==> config.mk <==
export PLATFORM = sky130hd
export DESIGN_NAME = tx_serializer
export DESIGN_NICKNAME = d
export VERILOG_FILES = /design/src/rtl/tx_pkg.sv /design/src/rtl/tx_serializer.sv
export SDC_FILE = /design/constraint.sdc
export NUM_CORES = 1
export LEC_CHECK = 0
export ABC_AREA = 1
export CAP_MARGIN = 20
export CORE_MARGIN = 2
export CORE_UTILIZATION = 40
export DETAILED_ROUTE_END_ITERATION = 6
export SYNTH_ARGS = -nofsm -noshare
export SYNTH_HDL_FRONTEND = slang
export SYNTH_SLANG_ARGS = --single-unit
==> constraint.sdc <==
create_clock -name clk -period 2.4 [get_ports clk]
set_input_delay 0.48 -clock clk [delete_from_list [all_inputs] [get_ports clk]]
set_output_delay 0.48 -clock clk [all_outputs]
set_load 0.02 [all_outputs]
==> src/rtl/tx_pkg.sv <==
// Shared constants and helpers for the TX serializer.
package tx_pkg;

  typedef enum logic {
    LsbFirst = 1'b0,
    MsbFirst = 1'b1
  } bit_order_e;

  localparam bit IdleLvlDefault = 1'b0;

  // Bits needed to count 0..n-1; never less than 1 so the counter always exists.
  function automatic int unsigned cnt_width(input int unsigned n);
    int unsigned w;
    w = 1;
    while ((32'd1 << w) < n) w = w + 1;
    return w;
  endfunction

endpackage

==> src/rtl/tx_serializer.sv <==
// Parallel-to-serial TX buffer: one-word holding register feeding a shifter
// that emits one bit per en strobe, with seamless back-to-back words.
module tx_serializer
  import tx_pkg::*;
#(
  parameter int unsigned DATA_W    = 8,
  parameter bit          MSB_FIRST = bit'(MsbFirst),
  parameter bit          IDLE_LVL  = IdleLvlDefault
) (
  input  logic              clk,
  input  logic              rst,
  input  logic [DATA_W-1:0] din,
  input  logic              load,
  output logic              ready,
  input  logic              en,
  output logic              dout,
  output logic              busy,
  output logic              done
);

  localparam int unsigned     CntW    = cnt_width(DATA_W);
  localparam logic [CntW-1:0] CntLast = CntW'(DATA_W - 1);
  localparam logic [CntW-1:0] CntOne  = CntW'(1);

  logic [DATA_W-1:0] hold_q, hold_d;
  logic              hold_valid_q, hold_valid_d;
  logic [DATA_W-1:0] shreg_q, shreg_d;
  logic              active_q, active_d;
  logic [CntW-1:0]   cnt_q, cnt_d;
  logic              done_q, done_d;
  logic [DATA_W-1:0] shifted;

  assign shifted = MSB_FIRST ? {shreg_q[DATA_W-2:0], 1'b0} : {1'b0, shreg_q[DATA_W-1:1]};

  always_comb begin
    hold_d       = hold_q;
    hold_valid_d = hold_valid_q;
    shreg_d      = shreg_q;
    active_d     = active_q;
    cnt_d        = cnt_q;
    done_d       = 1'b0;

    // Accept only into an empty holding register; never collides with a
    // transfer/reload, both of which require hold_valid_q=1.
    if (load && !hold_valid_q) begin
      hold_d       = din;
      hold_valid_d = 1'b1;
    end

    if (!active_q && hold_valid_q) begin
      shreg_d      = hold_q;
      cnt_d        = '0;
      active_d     = 1'b1;
      hold_valid_d = 1'b0;
    end else if (active_q && en) begin
      shreg_d = shifted;
      if (cnt_q == CntLast) begin
        done_d = 1'b1;
        if (hold_valid_q) begin
          shreg_d      = hold_q;
          cnt_d        = '0;
          hold_valid_d = 1'b0;
        end else begin
          active_d = 1'b0;
        end
      end else begin
        cnt_d = cnt_q + CntOne;
      end
    end
  end

  always_ff @(posedge clk or posedge rst) begin
    if (rst) begin
      hold_q       <= '0;
      hold_valid_q <= 1'b0;
      shreg_q      <= '0;
      active_q     <= 1'b0;
      cnt_q        <= '0;
      done_q       <= 1'b0;
    end else begin
      hold_q       <= hold_d;
      hold_valid_q <= hold_valid_d;
      shreg_q      <= shreg_d;
      active_q     <= active_d;
      cnt_q        <= cnt_d;
      done_q       <= done_d;
    end
  end

  assign ready = !hold_valid_q;
  assign busy  = active_q | hold_valid_q;
  assign done  = done_q;
  assign dout  = active_q ? (MSB_FIRST ? shreg_q[DATA_W-1] : shreg_q[0]) : IDLE_LVL;

endmodule
# Word-level counts from Yosys, hierarchy flattened
# Index checks and enable logic that the tools add are counted.
classes:
  magnitude_cmp: 0
  reduce_logical: 9
  n_mul: 0
  shifts: 0
  n_div: 0
  mux: 21
  n_eq_ne: 3
  n_bitwise: 1
  addsub: 1
op_table:
  columns: ["op", "n"]
  rows:
  - ["two-way mux 8 bit", 4]
  - ["two-way mux 1 bit", 13]
  - ["two-way mux 3 bit", 4]
  - ["nonzero test 2 bit", 2]
  - ["adder 3 x 1 -> 3 bit (second input constant)", 1]
  - ["equality test 3 bit (second input constant)", 1]
  - ["logical AND 1 bit", 3]
  - ["inequality test 3 bit (second input constant)", 1]
  - ["AND reduction 3 bit", 1]
  - ["logical NOT 1 bit", 2]
  - ["inequality test 2 x 1 -> 1 bit (second input constant)", 1]
  - ["AND reduction 2 bit", 1]
  - ["OR 1 bit", 1]
totals:
  romBits: 0
  reg_bits: 22
  latchBits: 0
  output_inout_bits: 4
  n_memories: 0
  ram_bits: 0

# Depth between registers and ports, before layout
logic_depth:
  word_depth: 7
  ltp_mapped: 8
  mapped_depth_nobuf: 8

# Worst setup path after synthesis
# Ideal clock, no wire load.
synth_path:
  kind: "reg2reg"
  startpoint: "reg cnt_q[0]"
  endpoint: "reg shreg_q[1]"
  t_arrival_ps: 1287
  n_path_buf: 0
  setup_ps: 117
  path_stages_with_launch: 9
  path_slack_ps: 996
  path_cell_list: "dfrtp_1 ha_1 ha_1 inv_1 nand2_1 nand2_1 nand2_1 nand3_1 nand2_1"
synth_via:
  elab_chain_cells: 4
synth_rtl:
  columns: ["item", "line_no", "text"]
  rows:
  - ["start, declared", "tx_serializer.sv:29", "logic [CntW-1:0] cnt_q, cnt_d;"]
  - ["start signal, assigned", "tx_serializer.sv:85", "cnt_q <= cnt_d;"]
  - ["equality test 3 bit", "tx_serializer.sv:57", "if (cnt_q == CntLast) begin"]
  - ["two-way mux 8 bit", "tx_serializer.sv:57", null]
  - ["two-way mux 8 bit", "tx_serializer.sv:55", "end else if (active_q && en) begin"]
  - ["two-way mux 8 bit", "tx_serializer.sv:50", "if (!active_q && hold_valid_q) begin"]
  - ["end signal, assigned", "tx_serializer.sv:83", "shreg_q <= shreg_d;"]
  - ["end, declared", "tx_serializer.sv:27", "logic [DATA_W-1:0] shreg_q, shreg_d;"]
# No other way between the ends. The select of a mux whose other input is x is not followed.
# A chain may end at the register's enable or synchronous reset.

# Final worst setup path
layout_path:
  startpoint: "reg hold_valid_q"
  endpoint: "out busy"
layout_via:
  elab_chain_cells: 1
layout_rtl:
  columns: ["item", "line_no", "text"]
  rows:
  - ["start, declared", "tx_serializer.sv:26", "logic hold_valid_q, hold_valid_d;"]
  - ["start signal, assigned", "tx_serializer.sv:82", "hold_valid_q <= hold_valid_d;"]
  - ["OR 1 bit", "tx_serializer.sv:91", "assign busy = active_q | hold_valid_q;"]
  - ["end, declared", "tx_serializer.sv:17", "output logic busy,"]
# No other way between the ends.

==> impl_metrics.env <==
export IMPL_crit_reg2reg_launch="cnt_q[0]"
export IMPL_cts_tree="done"
export IMPL_synth_top_cells_by_area="sky130_fd_sc_hd__dfrtp_1 (53%), sky130_fd_sc_hd__nand2_1 (14%), sky130_fd_sc_hd__nand3_1 (7.3%)"
export IMPL_postSynthAreaPerCell_um2=8.08
export IMPL_crit_slowest_cell="sky130_fd_sc_hd__clkdlybuf4s50_1"
export IMPL_worst_slew_pin_transition_ns=0.316
export IMPL_grt_total_usage_pct=14.8
export IMPL_syn_instance_count=128
export IMPL_cts_setup_buffers=0
export IMPL_clock_fmax_mhz=448
export IMPL_report_final_hold_viol_count=0
export IMPL_finalCriticalPeriod_ns=2.23
export IMPL_slew_headroom_pct=79.0
export IMPL_post_synth_top_area_cell="sky130_fd_sc_hd__dfrtp_1"
export IMPL_min_period_over_period_pct=93.0
export IMPL_crit_arrival_ns=1.75
export IMPL_rsz0062_at_grt="no"
export IMPL_global_route_wire_length_before_repair_mm=3.13
export IMPL_finClkSkew_ns=0.0114
export IMPL_fp_dieH_um=54.9
export IMPL_ios=16
export IMPL_synth_cell_type_count=13
export IMPL_core_area_um2=2450
export IMPL_timing_critical_path_required_ns=1.92
export IMPL_run_status="finished, final reports clean"
export IMPL_io_buffer_count=15
export IMPL_crit_reg2reg_capture="shreg_q[4]"
export IMPL_floorplan_die_area_um2=3010
export IMPL_max_cap_violations=0
export IMPL_critical_path_startpoint_type="flip-flop"
export IMPL_layout_area_overhead_vs_synth_pct=19.8
export IMPL_final_setup_viol_count=0
export IMPL_initialDrtViolationCount=7
export IMPL_cell_type_group_with_the_largest_total_delay_on_the_critical_path="buffers and inverters"
export IMPL_vias_per_cell=4.59
export IMPL_critical_path_max_stage_delay_ns=0.60
export IMPL_ctsRootBufferMaster="sky130_fd_sc_hd__clkbuf_4"
export IMPL_timing_setup_tns_ns=0
export IMPL_yosys_warnings=0
export IMPL_vdd_ir_drop_worst_mv=0.633
export IMPL_worstPathBufferInverterCount=2
export IMPL_synth_nets=143
export IMPL_global_route_overflow_total=0
export IMPL_power_density_nw_per_um2=972
export IMPL_place_hpwl_mm=1.32
export IMPL_grt_max_degree=23
export IMPL_die_x_um=54.9
export IMPL_latest_clock_arrival_within_the_worst_skew_pair_ns=0.32
export IMPL_ys_seq_area_share_pct=53.2
export IMPL_hold_class="input pin to async pin"
export IMPL_fp_row_count=18
export IMPL_starting_density_of_the_core_pct=42.2
export IMPL_worstPathCellList="inv_1 -> nand2_1 -> clkdlybuf4s50_1"
export IMPL_cts_hold_buffers_added=0
export IMPL_design_final_nets=161
export IMPL_drv_slew=0
export IMPL_number_of_antenna_diodes=0
export IMPL_reg2reg_setup_slack_ns=0.76
export IMPL_path_max_fanout=11
export IMPL_detail_route_wl_per_cell_um=10.6
export IMPL_cts_buffers_inserted=3
export IMPL_ys_seq_elements=22
export IMPL_cts_reportedPaths_clkPinSlew_ns=0.13
export IMPL_cts_htree_levels=1
export IMPL_place_gp_congestion=0.784
export IMPL_vias_in_the_first_global_route=702
export IMPL_smallest_setup_slack_after_layout_ns=0.168
export IMPL_detail_route_drc_violations=0
export IMPL_worst_r2r_cell_count=8
export IMPL_end_kind="primary output"
export IMPL_vias=804
export IMPL_synth_top_area_share_pct=53.2
export IMPL_ant_nets=0
export IMPL_criticalPathCategory="flip-flop to primary output"
export IMPL_antenna_found_initial=0
export IMPL_post_route_cells_drive_above_1_share_pct=6.90
export IMPL_syn_cell_area_um2=1030
export IMPL_cts_repair_resized=0
export IMPL_cellLeakagePower_nw=0.669
export IMPL_firstDrtPassIters=4
export IMPL_clock_sink_count=22
export IMPL_clock_tree_buffer_depth=2
export IMPL_dp_worst_setup_slack_ns=0.526
export IMPL_drt_total_wl_mm=1.85
[cell type report]
type,count,area [um^2]
multi-input cells,83,383
well taps,30,37.5
flip-flops and latches,22,551
fillers,248,1210
repair buffers,16,158
clock buffers,4,36.3
inverters,20,75.1
[where the power goes]
| part | leakage, nW | switching (mW) | total, mW | internal [mW] |
|---|---|---|---|---|
| Clock | 0.0210 | 0.118 | 0.211 | 0.0928 |
| Combinational | 0.382 | 0.231 | 0.399 | 0.167 |
| Sequential | 0.265 | 0.0832 | 0.596 | 0.513 |
| Total | 0.669 | 0.433 | 1.21 | 0.773 |
[metrics by stage]
step	hold slack [ns]	util, %	instance area, um^2	std cells	total power [mW]
2_1_floorplan	0.442	-	1030	128	0.899
3_3_place_gp	0.466	49.0	1200	171	0.991
3_5_place_dp	0.468	49.0	1200	171	1.01
4_1_cts	0.498	50.5	1240	175	1.22
5_1_grt	0.521	50.5	1240	175	1.31
6_report	0.479	50.5	1240	175	1.21
[Yosys cell counts (all sizes together)]
| cell type | number |
|---|---|
| a21oi | 7 |
| buf | 3 |
| dfrtp | 22 |
| ha | 3 |
| inv | 20 |
| nand2 | 41 |
| nand3 | 15 |
| nor2 | 10 |
| o21ai | 6 |
| or2 | 1 |
[state kept, by name, indices dropped and copies added (netlist names)]
name / cells
hold_q: 8
shreg_q: 8
cnt_q: 3
active_q: 1
done: 1
hold_valid_q: 1
[layout by cell type, fill, tap and decap left out, drive strengths merged]
cell / n
nand2: 41
dfrtp: 22
inv: 20
nand3: 15
clkdlybuf4s50: 15
nor2: 10
a21oi: 7
o21ai: 6
clkbuf: 4
ha: 3
or2: 1
buf: 1
[tightest hold or removal path, delay by kind of cell]
| family | cells | cell delay [ns] |
|---|---|---|
| buf+inv | 3 | 0.72 |
[layer usage]
| layer | up-vias | GRT usage [%] | routed length [um] | share of wire, % |
|---|---|---|---|---|
| met5 | - | 0 | 0 | 0 |
| met4 | 0 | 7.50 | 42 | 2.3 |
| met3 | 5 | 2.46 | 70 | 3.8 |
| met2 | 16 | 21.0 | 798 | 43 |
| met1 | 356 | 21.3 | 940 | 51 |
| li1 | 427 | - | - | - |
[logic make-up after synthesis]
family | share of synthesized area, %
simple gates | 27.1
buf+inv | 9.79
flops | 53.2
compound gates | 6.29
fa+ha+maj | 3.63
[worst max path at each step]
stage                      start    endpoint  slack (ns)  depth (start not counted)
finish              hold_valid_q        busy        0.17                          3
global route        hold_valid_q        busy        0.06                          3
CTS                 hold_valid_q        busy        0.16                          3
detailed placement  hold_valid_q        busy        0.53                          3
global placement    hold_valid_q        busy        0.55                          3
floorplan               cnt_q[0]  shreg_q[1]         1.0                          8
No activity file was read; power rests on OpenSTA's default activity.
==> patch: new RTL, same settings <==
Take the reset off `hold_q` and `shreg_q` and load them in a clocked block of their own.
--- a/src/rtl/tx_serializer.sv
+++ b/src/rtl/tx_serializer.sv
@@ -72,18 +72,19 @@
   always_ff @(posedge clk or posedge rst) begin
     if (rst) begin
-      hold_q       <= '0;
       hold_valid_q <= 1'b0;
-      shreg_q      <= '0;
       active_q     <= 1'b0;
       cnt_q        <= '0;
       done_q       <= 1'b0;
     end else begin
-      hold_q       <= hold_d;
       hold_valid_q <= hold_valid_d;
-      shreg_q      <= shreg_d;
       active_q     <= active_d;
       cnt_q        <= cnt_d;
       done_q       <= done_d;
     end
+  end
+
+  always_ff @(posedge clk) begin
+    hold_q  <= hold_d;
+    shreg_q <= shreg_d;
   end
 
Check against the original RTL: no difference found for any inputs over 10 cycles, from zero or initial values and one cycle with rst high; that may be too few to reach the edited logic, so the function may still have changed.
==> patch against the original RTL <==
  * Die area down 5.9%
  * Power down 20%
  * Combinational power down 35%
  * Critical path depth unchanged
  * Sequential cell count unchanged
  * Maximum frequency up 6.5%
  * Wire length down 25%
  * Sequential power down 7.7%
  * Setup slack better by 0.14 ns
  * Synthesized area down 6.4%
  * Sequential share of layout area up 9.4 points
  * Register-to-register slack worse by 0.04 ns
  * Design area down 5.4%
  * Via count down 30%
==> patch: results (changes against the original RTL) <==
status:
  status: "complete, no violations"  # unchanged
routing:
  first_pass_iters: 3  # was 4
  drt_iter0_drc: 5  # was 7
  wl_per_cell_um: 10.9  # was 10.6 um
  num_vias: 563  # was 804
cells_and_area:
  drive_gt1_frac: 0.212  # was 0.0690
  largest_registers: "hold_q (8), shreg_q (8), cnt_q (3)"  # unchanged
  fill_cells: 202  # was 248
  fin_nets: 115  # was 161
clock_tree:
  h-tree-depth: 1  # unchanged
  clk_latency_ns: 0.29  # was 0.32 ns
  clk_pin_slew_ns: 0.11  # was 0.13 ns
synthesis:
  postSynth.asyncResetShare: 0.273  # was 1.00
  netlist_top_cells_area: "edfxtp_1 (50%), dfrtp_1 (16%), o21ai_2 (6.3%)"  # was dfrtp_1 (53%), nand2_1 (14%), nand3_1 (7.3%)
  synth_ff_type: "edfxtp_1"  # was dfrtp_1
  synth_commonest_cells: "edfxtp_1 (16), nand2_1 (15), inv_1 (13)"  # was nand2_1 (38), dfrtp_1 (22), inv_1 (19)
  synth_cell_types: 15  # was 13
  synth_edf_count: 16  # was 0
  synth-seq-area-share: 0.651  # was 0.532
  synth_nets: 95  # was 143
timing:
  tightest_slew_ns: 0.480  # was 0.316 ns
  fin_crit_ns: 2.09  # was 2.23 ns
  skew_ns: 0.00179  # was 0.0114 ns
grt:
  grt_first_pass_wirelength_um: 2240  # was 3130 um
  track_usage: 0.117  # was 0.148
  grt_pass1_vias: 514  # was 702
  antenna_found_initial: 0  # unchanged
  grt_max_degree: 15  # was 23
critical_path:
  reg2reg_from: "cnt_q[0]"  # unchanged
  slowest_stage: "clkdlybuf4s50_1"  # unchanged
  worstPathMaxFanout: 7  # was 11
  crit_arrival_ns: 1.61  # was 1.75 ns
  cp-startpoint: "hold_valid_q"  # unchanged
place:
  place.port_buffers: 15  # unchanged
  hpwl_um: 1070  # was 1320 um
  placed_cell_area_um2: 1150  # was 1200 um^2
  gp_congestion: 0.704  # was 0.784
power:
  leakage_uw: 0.000527  # was 0.000669 uW
  ir_worst_vdd_uv: 436  # was 633 uV
[patch: changes by cell type after synthesis, sizes merged, moves of 2 or more]
cell    delta
buf        -2
dfrtp     -16
nand3     -14
edfxtp    +16
inv        -5
nand4      +3
nand2     -19
nor2       -7
o21ai      +2
a21oi      -7
[patch: path summary, 6_finish.rpt]
check	endpoint	cells after the start	slack, ns
worst max-delay path	busy	3	0.31
worst min-delay path	active_q	2	0.39
worst max register to register	shreg_q[7]	5	0.72
worst min register to register	cnt_q[1]	2	0.50
max in group asynchronous	cnt_q[2]	2	1.82
min in group clk	cnt_q[1]	2	0.50
[patch: layer usage]
metal / GRT usage / routed length [um] / vias up
li1: - / - / 302
met1: 0.150 / 687 / 247
met2: 0.175 / 605 / 12
met3: 0.0621 / 75 / 2
met4: 0.0256 / 14 / 0
met5: 0 / 0 / -
[patch: power breakdown]
group          switching [uW]  total, uW  internal (uW)
registers                46.4        550            504
logic                     142        260            118
clock network            98.9        159           60.5
[patch: area by class of cell]
class                      count  share of cell area
inverter                      15              0.0480
timing repair buffer          16               0.134
sequential                    22               0.538
clock buffer                   3              0.0192
tap                           28              0.0299
clock inverter                 1             0.00320
multi-input combinational     42               0.227
[patch: logic make-up after synthesis]
| family | count (synthesis) | share of synthesized area |
|---|---|---|
| compound gates | 10 | 0.0969 |
| buf+inv | 16 | 0.0736 |
| flops | 22 | 0.651 |
| simple gates | 29 | 0.140 |
| fa+ha+maj | 3 | 0.0388 |
[patch: stage by stage]
step	util	hold slack, ns	setup WS [ns]	instances
2_1_floorplan	-	0.271	0.933	80
3_3_place_gp	0.508	0.471	0.674	123
3_5_place_dp	0.508	0.481	0.633	123
4_1_cts	0.520	0.386	0.293	127
5_1_grt	0.520	0.396	0.208	127
6_report	0.520	0.386	0.306	127
[patch: critical path, delay by kind of cell, from the launching register on]
kind	cells	cell delay, ns
buffers and inverters	2	0.70
flip-flops	1	0.52
AND/OR/NAND/NOR	1	0.09
